## src/rtl/ddr4_sched_pkg.sv

```systemverilog
// ---------------------------------------------------------------------------
// ddr4_sched_pkg
// Shared definitions for the DDR4 frame-buffer command scheduler:
//   CMD_WR / CMD_RD : command-FIFO instruction codes
//   sched_state_e   : scheduler FSM states
//   burst_stride()  : app-address distance between consecutive bursts
// ---------------------------------------------------------------------------
package ddr4_sched_pkg;

    localparam logic [2:0] CMD_WR = 3'b000;
    localparam logic [2:0] CMD_RD = 3'b001;

    typedef enum logic [2:0] {
        ST_IDLE,
        ST_ARB,
        ST_WR_CMD,
        ST_RD_CMD,
        ST_UPDATE
    } sched_state_e;

    // Each 512-bit word spans 8 app addresses.
    function automatic int burst_stride(input int bl);
        return bl * 8;
    endfunction

endpackage

```

## src/rtl/frame_addr_gen.sv

```systemverilog
// ---------------------------------------------------------------------------
// frame_addr_gen
// Burst index and buffer bookkeeping for one channel of the frame scheduler.
// Ports:
//   clk, rst_n    : clock, asynchronous active-low reset
//   load_i        : restart the frame at index 0 in buffer load_buf_i
//   load_buf_i    : buffer selected by load_i
//   adv_i         : one burst issued; step the index (wraps after the last)
//   addr_o        : start address of the current burst
//   last_o        : current burst is the last of the frame
//   buf_o         : active buffer index
// TOGGLE_ON_WRAP selects whether the buffer flips when a frame completes
// (writer) or stays put until the next load (reader).
// ---------------------------------------------------------------------------
module frame_addr_gen
    import ddr4_sched_pkg::*;
#(
    parameter int                ADDR_W         = 29,
    parameter int                BL             = 64,
    parameter int                FRAME_BURSTS   = 2025,
    parameter logic [ADDR_W-1:0] BASE0          = '0,
    parameter logic [ADDR_W-1:0] BASE1          = '0,
    parameter bit                TOGGLE_ON_WRAP = 1'b1
) (
    input  logic              clk,
    input  logic              rst_n,
    input  logic              load_i,
    input  logic              load_buf_i,
    input  logic              adv_i,
    output logic [ADDR_W-1:0] addr_o,
    output logic              last_o,
    output logic              buf_o
);

    localparam int                IDX_W  = (FRAME_BURSTS > 1) ? $clog2(FRAME_BURSTS) : 1;
    localparam logic [ADDR_W-1:0] STRIDE = ADDR_W'(burst_stride(BL));
    localparam logic [IDX_W-1:0]  IDX_LAST = IDX_W'(FRAME_BURSTS - 1);

    logic [IDX_W-1:0] idx_q, idx_d;
    logic             buf_q, buf_d;

    always_comb begin
        idx_d = idx_q;
        buf_d = buf_q;
        if (load_i) begin
            idx_d = '0;
            buf_d = load_buf_i;
        end else if (adv_i) begin
            if (last_o) begin
                idx_d = '0;
                if (TOGGLE_ON_WRAP) begin
                    buf_d = ~buf_q;
                end
            end else begin
                idx_d = idx_q + 1'b1;
            end
        end
    end

    always_ff @(posedge clk or negedge rst_n) begin
        if (!rst_n) begin
            idx_q <= '0;
            buf_q <= 1'b0;
        end else begin
            idx_q <= idx_d;
            buf_q <= buf_d;
        end
    end

    // Sum truncates to ADDR_W bits, giving the modulo-2^ADDR_W wrap.
    assign addr_o = (buf_q ? BASE1 : BASE0) + ADDR_W'(idx_q) * STRIDE;
    assign last_o = (idx_q == IDX_LAST);
    assign buf_o  = buf_q;

endmodule

```

## src/rtl/ddr4_frame_sched.sv

```systemverilog
// ---------------------------------------------------------------------------
// ddr4_frame_sched
// Round-robin burst-command scheduler for the double-buffered DDR4 frame
// buffer (p1_clk domain). The writer fills one buffer while the reader scans
// the most recently completed one.
// Ports:
//   clk, rst_n          : clock, asynchronous active-low reset
//   wr_enable           : level, permits write commands
//   p2_wr_count         : write data FIFO occupancy in 512-bit words
//   rd_start            : pulse, begin reading the last completed frame
//   p1_rd_en            : one read-FIFO word popped this cycle
//   cmd_full            : command FIFO full
//   cmd_en/intr/bl/addr : registered command to the command FIFO
//   wr_frame_done       : pulse with the last write burst of a frame
//   rd_frame_done       : pulse with the last read burst of a frame
//   wr_buf, rd_buf      : active buffer per channel
// ---------------------------------------------------------------------------
module ddr4_frame_sched
    import ddr4_sched_pkg::*;
#(
    parameter int                ADDR_W       = 29,
    parameter int                BL           = 64,
    parameter int                FRAME_BURSTS = 2025,
    parameter logic [ADDR_W-1:0] BASE0        = 29'h000_0000,
    parameter logic [ADDR_W-1:0] BASE1        = 29'h100_0000,
    parameter int                RD_DEPTH     = 64
) (
    input  logic              clk,
    input  logic              rst_n,
    input  logic              wr_enable,
    input  logic [6:0]        p2_wr_count,
    input  logic              rd_start,
    input  logic              p1_rd_en,
    input  logic              cmd_full,
    output logic              cmd_en,
    output logic [2:0]        cmd_intr,
    output logic [7:0]        cmd_bl,
    output logic [ADDR_W-1:0] cmd_addr,
    output logic              wr_frame_done,
    output logic              rd_frame_done,
    output logic              wr_buf,
    output logic              rd_buf
);

    localparam logic [7:0] BL8    = 8'(BL);
    localparam logic [7:0] DEPTH8 = 8'(RD_DEPTH);

    sched_state_e      state_q;
    logic              last_wr_q;
    logic              rd_active_q;
    logic              frame_valid_q;
    logic [6:0]        rd_credit_q, rd_credit_d;
    logic [7:0]        credit_inc, credit_dec;

    logic              wr_elig, rd_elig;
    logic              wr_issue, rd_issue, rd_load;
    logic [ADDR_W-1:0] wr_addr, rd_addr;
    logic              wr_last, rd_last;

    assign wr_elig  = wr_enable && ({1'b0, p2_wr_count} >= BL8);
    assign rd_elig  = rd_active_q && ({1'b0, rd_credit_q} >= BL8);
    assign wr_issue = (state_q == ST_WR_CMD) && !cmd_full;
    assign rd_issue = (state_q == ST_RD_CMD) && !cmd_full;
    // A new read frame is accepted only when idle and a frame exists.
    assign rd_load  = rd_start && !rd_active_q && frame_valid_q;

    // Credit = free read-FIFO slots. Pops return one, a read claims BL;
    // the floor and ceiling guard against counting past the FIFO's bounds.
    always_comb begin
        credit_inc = {1'b0, rd_credit_q} + {7'd0, p1_rd_en};
        credit_dec = credit_inc;
        if (rd_issue) begin
            credit_dec = (credit_inc >= BL8) ? (credit_inc - BL8) : 8'd0;
        end
        rd_credit_d = (credit_dec > DEPTH8) ? DEPTH8[6:0] : credit_dec[6:0];
    end

    frame_addr_gen #(
        .ADDR_W(ADDR_W), .BL(BL), .FRAME_BURSTS(FRAME_BURSTS),
        .BASE0(BASE0), .BASE1(BASE1), .TOGGLE_ON_WRAP(1'b1)
    ) u_wr_gen (
        .clk(clk), .rst_n(rst_n),
        .load_i(1'b0), .load_buf_i(1'b0), .adv_i(wr_issue),
        .addr_o(wr_addr), .last_o(wr_last), .buf_o(wr_buf)
    );

    // The reader latches the completed buffer at rd_start, so later
    // writer toggles leave it untouched.
    frame_addr_gen #(
        .ADDR_W(ADDR_W), .BL(BL), .FRAME_BURSTS(FRAME_BURSTS),
        .BASE0(BASE0), .BASE1(BASE1), .TOGGLE_ON_WRAP(1'b0)
    ) u_rd_gen (
        .clk(clk), .rst_n(rst_n),
        .load_i(rd_load), .load_buf_i(~wr_buf), .adv_i(rd_issue),
        .addr_o(rd_addr), .last_o(rd_last), .buf_o(rd_buf)
    );

    always_ff @(posedge clk or negedge rst_n) begin
        if (!rst_n) begin
            state_q       <= ST_IDLE;
            cmd_en        <= 1'b0;
            cmd_intr      <= 3'b000;
            cmd_bl        <= 8'd0;
            cmd_addr      <= '0;
            wr_frame_done <= 1'b0;
            rd_frame_done <= 1'b0;
            last_wr_q     <= 1'b0;
            rd_active_q   <= 1'b0;
            frame_valid_q <= 1'b0;
            rd_credit_q   <= DEPTH8[6:0];
        end else begin
            cmd_en        <= 1'b0;
            wr_frame_done <= 1'b0;
            rd_frame_done <= 1'b0;
            rd_credit_q   <= rd_credit_d;
            if (rd_load) begin
                rd_active_q <= 1'b1;
            end
            case (state_q)
                ST_IDLE: state_q <= ST_ARB;
                ST_ARB: begin
                    // On a tie, grant the channel that did not win last time.
                    if (wr_elig && (!rd_elig || !last_wr_q)) begin
                        state_q   <= ST_WR_CMD;
                        last_wr_q <= 1'b1;
                    end else if (rd_elig) begin
                        state_q   <= ST_RD_CMD;
                        last_wr_q <= 1'b0;
                    end
                end
                ST_WR_CMD: begin
                    if (!cmd_full) begin
                        cmd_en        <= 1'b1;
                        cmd_intr      <= CMD_WR;
                        cmd_bl        <= BL8;
                        cmd_addr      <= wr_addr;
                        wr_frame_done <= wr_last;
                        if (wr_last) begin
                            frame_valid_q <= 1'b1;
                        end
                        state_q <= ST_UPDATE;
                    end
                end
                ST_RD_CMD: begin
                    if (!cmd_full) begin
                        cmd_en        <= 1'b1;
                        cmd_intr      <= CMD_RD;
                        cmd_bl        <= BL8;
                        cmd_addr      <= rd_addr;
                        rd_frame_done <= rd_last;
                        if (rd_last) begin
                            rd_active_q <= 1'b0;
                        end
                        state_q <= ST_UPDATE;
                    end
                end
                ST_UPDATE: state_q <= ST_ARB;
                default:   state_q <= ST_IDLE;
            endcase
        end
    end

endmodule

```

## config.mk

```make
export PLATFORM = sky130hd
export DESIGN_NAME = ddr4_frame_sched
export DESIGN_NICKNAME = d
export VERILOG_FILES = /design/src/rtl/ddr4_sched_pkg.sv /design/src/rtl/frame_addr_gen.sv /design/src/rtl/ddr4_frame_sched.sv
export SDC_FILE = /design/constraint.sdc
export NUM_CORES = 1
export LEC_CHECK = 0
export ABC_AREA = 1
export BUFFER_PORTS_ARGS = -buffer_cell sky130_fd_sc_hd__buf_4
export CORE_AREA = 2 2 93 95
export DETAILED_ROUTE_END_ITERATION = 10
export DIE_AREA = 0 0 95 97
export GPL_TIMING_DRIVEN = 0
export PLACE_DENSITY = 0.82
export SKIP_CTS_REPAIR_TIMING = 1
export SYNTH_ARGS = -nofsm -noshare
export SYNTH_HDL_FRONTEND = slang
export SYNTH_HIERARCHICAL = 1
export SYNTH_SLANG_ARGS = --single-unit
```

## constraint.sdc

```tcl
create_clock -name clk -period 2.12 [get_ports clk]
set_input_delay 0.636 -clock clk [delete_from_list [all_inputs] [get_ports clk]]
set_output_delay 0.636 -clock clk [all_outputs]
set_load 0.01 [all_outputs]
```

# Word level (Yosys, flattened, before mapping)
# Cells that the tools add are included.
# word_totals
reg_bits	73
in_bits	13
wordCells	92
# classes
n_eq_ne	10
mux	31
n_lt_le_gt_ge	4
bitwise	2
addsub	6
n_reduce_logical	24
# op_table
cell	n
29-bit by 20-bit adder with 29-bit output	2
29-bit 2-to-1 mux	2
29-bit case mux with 2 select lines	1
25-bit 2-to-1 mux	2
11-bit 2-to-1 mux	4
11-bit by 1-bit adder with 11-bit output (second input constant)	2
11-bit equality test (second input constant)	2
8-bit 2-to-1 mux	2
3-bit 2-to-1 mux	5
7-bit >= comparator (second input constant)	2
1-bit 2-to-1 mux	12
3-bit case mux with 3 select lines	1
7-bit by 1-bit adder with 8-bit output	1
8-bit by 7-bit >= comparator with 1-bit output (second input constant)	1
8-bit by 7-bit greater-than comparator with 1-bit output (second input constant)	1
2-bit AND reduction	4
8-bit by 7-bit subtractor with 8-bit output (second input constant)	1
1-bit logical AND	7
7-bit 2-to-1 mux	1
3-bit by 2-bit equality test with 1-bit output (second input constant)	2
2-bit inequality test (second input constant)	3
3-bit case mux with 2 select lines	1
3-bit AND reduction	2
2-bit nonzero test	3
8 further kinds	13

# Longest topological paths before layout
# Gate-level depths: netlist of run 1.
# logic_depth
ltp_word	7
mapped_depth	16
depth_no_buf	16

# Modules after synthesis
# Netlist of run 1, hierarchy kept.
# modules_own_cells
module	area_per_inst_um2	seq_area_each_um2	n_inst	cells_per_inst
ddr4_frame_sched	2417.3	1177.4	1	298
frame_addr_gen at u_rd_gen	913.4	300.3	1	125
frame_addr_gen at u_wr_gen	885.8	300.3	1	120

# Worst setup path after synthesis of run 1
# Ideal clock, no wire load.
# synth_path
kind	in2reg
from	input p1_rd_en
to	register rd_credit_q[0]
t_required_ps	2043
n_path_buf	0
t_arrival_ps	2417
path_stages	16
slack_ps	-375
path_cell_list	ha_1 -> ha_1 -> nand3_1 -> nor2_2 -> xnor2_2 -> clkinv_2 -> ha_1 -> nand3_1 -> nor2_1 -> nand3_1 -> o21bai_2 -> nand2_1 -> nand2_1 -> nor2_1 -> nand3_2 -> a21oi_1
# synth_via
elab_chain_cells	6
elab_cells_between_ends	7
# synth_rtl
item	line	text
start, declared	ddr4_frame_sched.sv:33	input logic p1_rd_en,
7-bit by 1-bit adder with 8-bit output (*)	ddr4_frame_sched.sv:70	credit_inc = {1'b0, rd_credit_q} + {7'd0, p1_rd_en};
8-bit by 7-bit subtractor with 8-bit output / 8-bit by 7-bit >= comparator with 1-bit output (equally long branches)	ddr4_frame_sched.sv:73	credit_dec = (credit_inc >= BL8) ? (credit_inc - BL8) : 8'd0;
8-bit 2-to-1 mux	ddr4_frame_sched.sv:73	
8-bit 2-to-1 mux (*)	ddr4_frame_sched.sv:72	if (rd_issue) begin
8-bit by 7-bit greater-than comparator with 1-bit output	ddr4_frame_sched.sv:75	rd_credit_d = (credit_dec > DEPTH8) ? DEPTH8[6:0] : credit_dec[6:0];
7-bit 2-to-1 mux (*)	ddr4_frame_sched.sv:75	
via rd_credit_d[0]	ddr4_frame_sched.sv:52	logic [6:0] rd_credit_q, rd_credit_d;
end signal, assigned	ddr4_frame_sched.sv:110	rd_credit_q <= DEPTH8[6:0];
end signal, assigned	ddr4_frame_sched.sv:115	rd_credit_q <= rd_credit_d;
end, declared	ddr4_frame_sched.sv:52	
# The timed path passes the listed nets; every way through them passes the cells marked *.
# A chain may end at the register's enable or synchronous reset.

# Worst setup path after layout of run 1
# layout_path
from	register rd_credit_q[0]
to	register rd_credit_q[0]
# layout_via
elab_chain_cells	6
elab_cells_between_ends	7
# layout_rtl
item	line
7-bit by 1-bit adder with 8-bit output (*)	ddr4_frame_sched.sv:70
8-bit by 7-bit subtractor with 8-bit output / 8-bit by 7-bit >= comparator with 1-bit output (equally long branches)	ddr4_frame_sched.sv:73
8-bit 2-to-1 mux	ddr4_frame_sched.sv:73
8-bit 2-to-1 mux (*)	ddr4_frame_sched.sv:72
8-bit by 7-bit greater-than comparator with 1-bit output	ddr4_frame_sched.sv:75
7-bit 2-to-1 mux (*)	ddr4_frame_sched.sv:75
via rd_credit_d[0]	ddr4_frame_sched.sv:52
# Marked as above.

==> run summary, run 1 <==
critical path startpoint category = register
Via Count = 3,705
P_int = 3.31 mW
P_leak = 2.65 nW
DRT iter0 DRCs = 185
worst reg2reg path depth = 16
share of layout cells above drive strength 1 = 26.8%
DR WL met3 = 375 um
Die Span Y = 97 um
Mapped Avg Cell Area = 7.77 um^2
met1 wire length = 4120 um
dpl hpwl = 6930 um
Clock transition at path regs = 0.07 ns
CP endpoint = rd_credit_q[0]
Total Routing Usage GR = 21.9%
worst setup path start = rd_credit_q[0]
cts bufs inserted = 9
combinational power share = 42.7%
Wirelength per Cell = 13.0 um
Primary FF master, synth = dfrtp_1
Hold Vio Cnt, Final = 0
Clock Path Buffers = 2
Slowest cell on crit path = dfrtp_1
#FFs+latches synth = 71
final instance area = 5230 um^2
Vias/cell = 4.89
Residual DRC = 0
Peak VDD IR = 0.000565 V
ratio of final minimum period to clock period = 110%
Area Overhead vs Synth = 24.1%
first-pass GRT wire length = 16,100 um
PD cells = 1070 nW/um^2
Placed Cells = 735
end of the worst register-to-register path = rd_credit_q[0]
setup violators final = 7
CP delay by family, top = simple AND/OR/NAND/NOR gates
Root Driver = clkbuf_8
routed wl met2 = 5240 um
initial antenna violation count = 0
Final Wtd Congestion = 0.879
Ys Warns = 6
Setup WS post-layout = -0.218 ns
worst slew pin tran = 0.886 ns
pre-CTS WS = -0.622 ns
GR Overflow Total = 0
RSZ-0062 raised after global routing = yes
failing checks = negative setup slack
Buffers on Ports = 42
reg-to-reg setup timing slack = -0.22 ns
Area after DPL = 4860 um^2
worst-path cell chain = ha_4, ha_4, nand3_4, nor2_4, xnor2_4, clkinv_2, ha_4, nand3_4, nor2_4, nand3_2, o21bai_4, nand2_2, nand2_2, nor2_4, nand3_4, a21oi_2
sequential share of power = 38.2%
CTS sink cnt = 71
Post-synth EDFFs = 0
fmax = 428 MHz
post-synth top area share = 41.5%
crit-path max FO = 5
Syn Inst Count = 543
sw frac = 40.6%
TritonRoute pass-1 iters = 4
number of global-route vias before repair = 3,686
Cell Rows = 33
largest net degree at the start of global routing = 72
Mapped Area = 4220 um^2
post-synth cell types = 38
Die Area = 9220 um^2
Worst Setup Path Type = register to register
DIE WIDTH = 95 um
CTS tree = yes
Top Layer Used = met4
core area = 8130 um^2
Slew Limit Fails = 0
Tmin final = 2.34 ns
Psw = 2.27 mW
Hold Crit Class = input pin to asynchronous set/reset pin
io pins = 58
Worst path depth = 16
register area share after synthesis = 42.2%
element type at the critical path end = register
top-count cell post-synth = nand2_1
max_slew headroom = 40.9%
FFs w/ async S/R, synth = 100%
required time worst endpoint = 2.40 ns
top cells by area, synth = dfrtp_1 (42%), nand2_1 (10%), buf_4 (8.0%), o21ai_0 (8.0%), nor2_1 (6.9%)
WP buf/inv = 1
Detail Route Antenna Nets = 0
max-cap check violation count = 0
Setup Skew = 0.0175 ns
delay of the slowest critical-path stage = 0.41 ns
Arrival @ worst endpoint = 2.62 ns
Non-Filler Instances = 758
dominant cell type by area after synthesis = dfrtp_1
Initial Util = 51.8%
H-tree levels = 3
Synth top cells by count = nand2_1 (114), nor2_1 (77), dfrtp_1 (70), o21ai_0 (67), inv_1 (46)
Clk pwr share = 19.1%
RR Startpoint = rd_credit_q[0]
Final Routed Wirelength = 9840 um
clock insertion delay at the later pin of the skew report = 0.36 ns
final net count = 669
Antenna Cells = 0
status = finished, violations left
placed cells by master (no fill, tap or decap), drive strengths merged, types with 2 or more instances in the layout:
master	count
nand2	123
buf	96
nor2	88
dfrtp	70
o21ai	69
inv	52
conb	48
nand3	27
clkbuf	21
nand4	13
a21oi	10
ha	8
xor2	5
clkinv	5
nor3	4
a31oi	2
or2	2
xnor2	2
o21bai	2
metrics by stage:
stage	utilization (%)	hold WS [ns]	setup TNS, ns	power (mW)
floorplan	-	0.340	-1.54	3.44
global placement	59.8	0.457	-4.46	4.16
detailed placement	59.8	0.471	-5.61	4.27
CTS	62.1	0.434	-1.63	5.34
global route	64.3	0.475	-2.16	5.97
finish	64.3	0.398	-1.38	5.58
sequential cells by signal, indices dropped and copies added (netlist names):
register	cells
cmd_addr	29
rd_active_q	1
rd_credit_q	7
rd_frame_done	1
u_rd_gen/buf_o	1
wr_frame_done	1
last_wr_q	1
frame_valid_q	1
cmd_en	1
u_rd_gen/idx_q	11
cmd_intr	1
state_q	3
cmd_bl	1
u_wr_gen/buf_o	1
u_wr_gen/idx_q	11
cells by family (layout without fill, tap and decap cells):
family	count (synthesis)	in the layout	synth area share, %
AND/OR/NAND/NOR	259	259	28.2
adder cells (fa/ha/maj)	8	8	2.37
AO/OA/AOI/OAI	84	84	11.3
XOR/XNOR	7	7	1.63
other	3	48	0.267
buffers and inverters	111	176	14.0
flip-flops	71	71	42.2
power groups by stage:
stage	logic [mW]	clock network (mW)	registers, mW
6_report	2.38	1.07	2.13
5_1_grt	2.67	1.13	2.17
4_1_cts	2.16	1.08	2.11
3_5_place_dp	2.14	0	2.13
3_3_place_gp	2.05	0	2.11
2_1_floorplan	1.26	0	2.18
worst register-to-register path: cells and delay by family (launching register included):
kind                       cells  cell delay, ns
adders and majority gates      3            0.53
DFF                            1            0.41
xor gates and xnor gates       1            0.21
and+or+nand+nor                9            0.77
buffers and inverters          1            0.12
AOI/OAI and AO/OA              2            0.25
worst min-delay path by stage:
stage	start	end	slack, ns	cells past startpoint
CTS	rst_n	cmd_addr[16]	0.43	1
detailed placement	frame_valid_q	frame_valid_q	0.47	1
floorplan	rst_n	cmd_addr[0]	0.34	0
finish	rst_n	u_wr_gen/idx_q[1]	0.40	1
global placement	cmd_bl[6]	cmd_bl[6]	0.46	1
global route	rst_n	u_wr_gen/idx_q[1]	0.47	1
cell type report:
cell class | instances | area [um^2]
fillers | 696 | 2900
multi-input cells | 406 | 2170
flip-flops and latches | 71 | 1780
plain buffers | 58 | 389
repair buffers | 49 | 375
inverters | 53 | 200
well taps | 105 | 131
clock buffers | 10 | 128
clock inverters | 6 | 61.3
layer usage:
layer | global-route usage (%) | up-vias
met5 | 0 | -
met4 | 5.46 | 0
met3 | 5.14 | 8
met2 | 39.0 | 79
met1 | 26.4 | 1760
li1 | - | 1858
No activity file was read; power rests on OpenSTA's default activity.
==> run 2, diff against run 1 <==
Clock period 2.12 ns to 2 ns, I/O delays scaled along.
==> run 2 against run 1 <==
Against the previous run: the run still ends with negative setup slack left; non-clock buffer count did not move; flip-flop and latch count unchanged; largest cell class unchanged; via count about the same; sequential share of layout area hardly changed; sequential power up 6%; global-route usage is the same; clock skew barely moved; die area did not move; utilization about the same; routed wire length about the same; register-to-register slack lost 0.12 ns; clock-buffer cell count unchanged.
==> run summary, run 2 (synthesized netlist as in run 1, its figures left out) <==
commonest non-fill, non-tap cells in the layout = nand2_1 (111), buf_4 (92), nor2_1 (72)
cts bufs inserted = 9
fmax = 427 MHz
Area Overhead vs Synth = 24.2%
Worst Setup Path Type = register to register
Slew Limit Fails = 0
DRT iter0 DRCs = 174
status = finished, violations left
Initial Util = 51.8%
CTS sink cnt = 71
max reg flops = 29
pre-CTS WS = -0.706 ns
element type at the critical path end = register
setup violators final = 7
Clock Path Buffers = 2
M2 GR Usage = 39.0%
clock insertion delay at the later pin of the skew report = 0.36 ns
Hold Vio Cnt, Final = 0
Antenna Cells = 0
GRT busiest layer = met2
crit-path max FO = 5
RSZ-0062 raised after global routing = yes
Root Driver = clkbuf_8
Die Area = 9220 um^2
P_leak = 2.65 nW
commonest non-fill, non-tap cell in the layout = nand2_1
Buffers on Ports = 42
Final Routed Wirelength = 9850 um
setup TNS = -2.27 ns
failing checks = negative setup slack
met3 usage = 5.14%
CTS tree = yes
Pwr Total = 5.92 mW
H-tree levels = 3
share of layout cells above drive strength 1 = 27.0%
io pins = 58
Area after DPL = 4860 um^2
ratio of final minimum period to clock period = 117%
Clock transition at path regs = 0.07 ns
max_slew headroom = 41.1%
critical path startpoint category = register
global routing usage on met1 = 26.4%
initial antenna violation count = 0
Final Wtd Congestion = 0.879
dpl hpwl = 6930 um
Setup WS post-layout = -0.342 ns
Detail Route Antenna Nets = 0
Tmin final = 2.34 ns
number of global-route vias before repair = 3,686
Vias/cell = 4.89
core area = 8130 um^2
Setup Skew = 0.0175 ns
Top reg by flops = cmd_addr
required time worst endpoint = 2.28 ns
final net count = 669
biggest regs = cmd_addr: 29 flops, u_rd_gen/idx_q: 11 flops, u_wr_gen/idx_q: 11 flops
Wirelength per Cell = 13.0 um
largest net degree at the start of global routing = 72
Arrival @ worst endpoint = 2.63 ns
Total Routing Usage GR = 21.9%
max-cap check violation count = 0
TritonRoute pass-1 iters = 4
Residual DRC = 0
worst slew pin tran = 0.884 ns
PD cells = 1130 nW/um^2
Via Count = 3,708
Hold Crit Class = input pin to asynchronous set/reset pin
DIE WIDTH = 95 um
first-pass GRT wire length = 16,100 um
Peak VDD IR = 0.000599 V
final instance area = 5240 um^2
Post-Route Utilization = 64.4%
Cell Rows = 33
GR Overflow Total = 0
Die Span Y = 97 um
## run 2: changes by cell type in the layout (fill, tap and decap cells not counted)
cell    delta
nor2_1     -1
nor2_2     +1
## run 2: metrics by stage
step | instances | hold slack, ns
floorplan | 588 | 0.304
global placement | 735 | 0.457
detailed placement | 735 | 0.471
CTS | 751 | 0.398
global route | 758 | 0.439
finish | 758 | 0.360
## run 2: final timing paths
path,start,end,depth (start not counted),slack [ns]
max reg2reg,rd_credit_q[0],rd_credit_q[0],16,-0.34
min,rst_n,u_wr_gen/idx_q[1],1,0.36
min reg2reg,cmd_addr[3],cmd_addr[3],2,0.49
max in group asynchronous,rst_n,state_q[2],1,1.06
max,rd_credit_q[0],rd_credit_q[0],16,-0.34
min in group clk,cmd_full,state_q[2],2,0.46
## run 2: final cells by class
cell class | instances | area, um^2
clock inverter | 6 | 61.3
multi-input combinational | 406 | 2170
buffer | 58 | 389
inverter | 53 | 200
sequential | 71 | 1780
fill | 695 | 2900
clock buffer | 10 | 128
timing repair buffer | 49 | 375
tap | 105 | 131
## run 2: where the power goes
part	internal (mW)	switching (mW)	total [mW]	leakage [nW]
Combinational	1.08	1.45	2.53	1.63
Sequential	1.86	0.397	2.26	0.921
Clock	0.572	0.559	1.13	0.0960
Total	3.51	2.41	5.92	2.65
## run 2: worst max-delay path, cell delays in order (launching register included)
cell and delay, ns:
dfrtp_1 0.41, ha_4 0.18, ha_4 0.17, nand3_4 0.10, nor2_4 0.05, xnor2_4 0.21
clkinv_2 0.12, ha_4 0.17, nand3_4 0.07, nor2_4 0.05, nand3_2 0.10, o21bai_4 0.09
nand2_2 0.07, nand2_2 0.08, nor2_4 0.12, nand3_4 0.12, a21oi_2 0.16
## run 2: per-layer routing
layer | share of wire [%] | vias to the layer above | wire (um)
met5 | 0 | - | 0
met3 | 3.7 | 10 | 360
li1 | - | 1857 | -
met1 | 42 | 1763 | 4140
met4 | 1.4 | 0 | 133
met2 | 53 | 78 | 5220
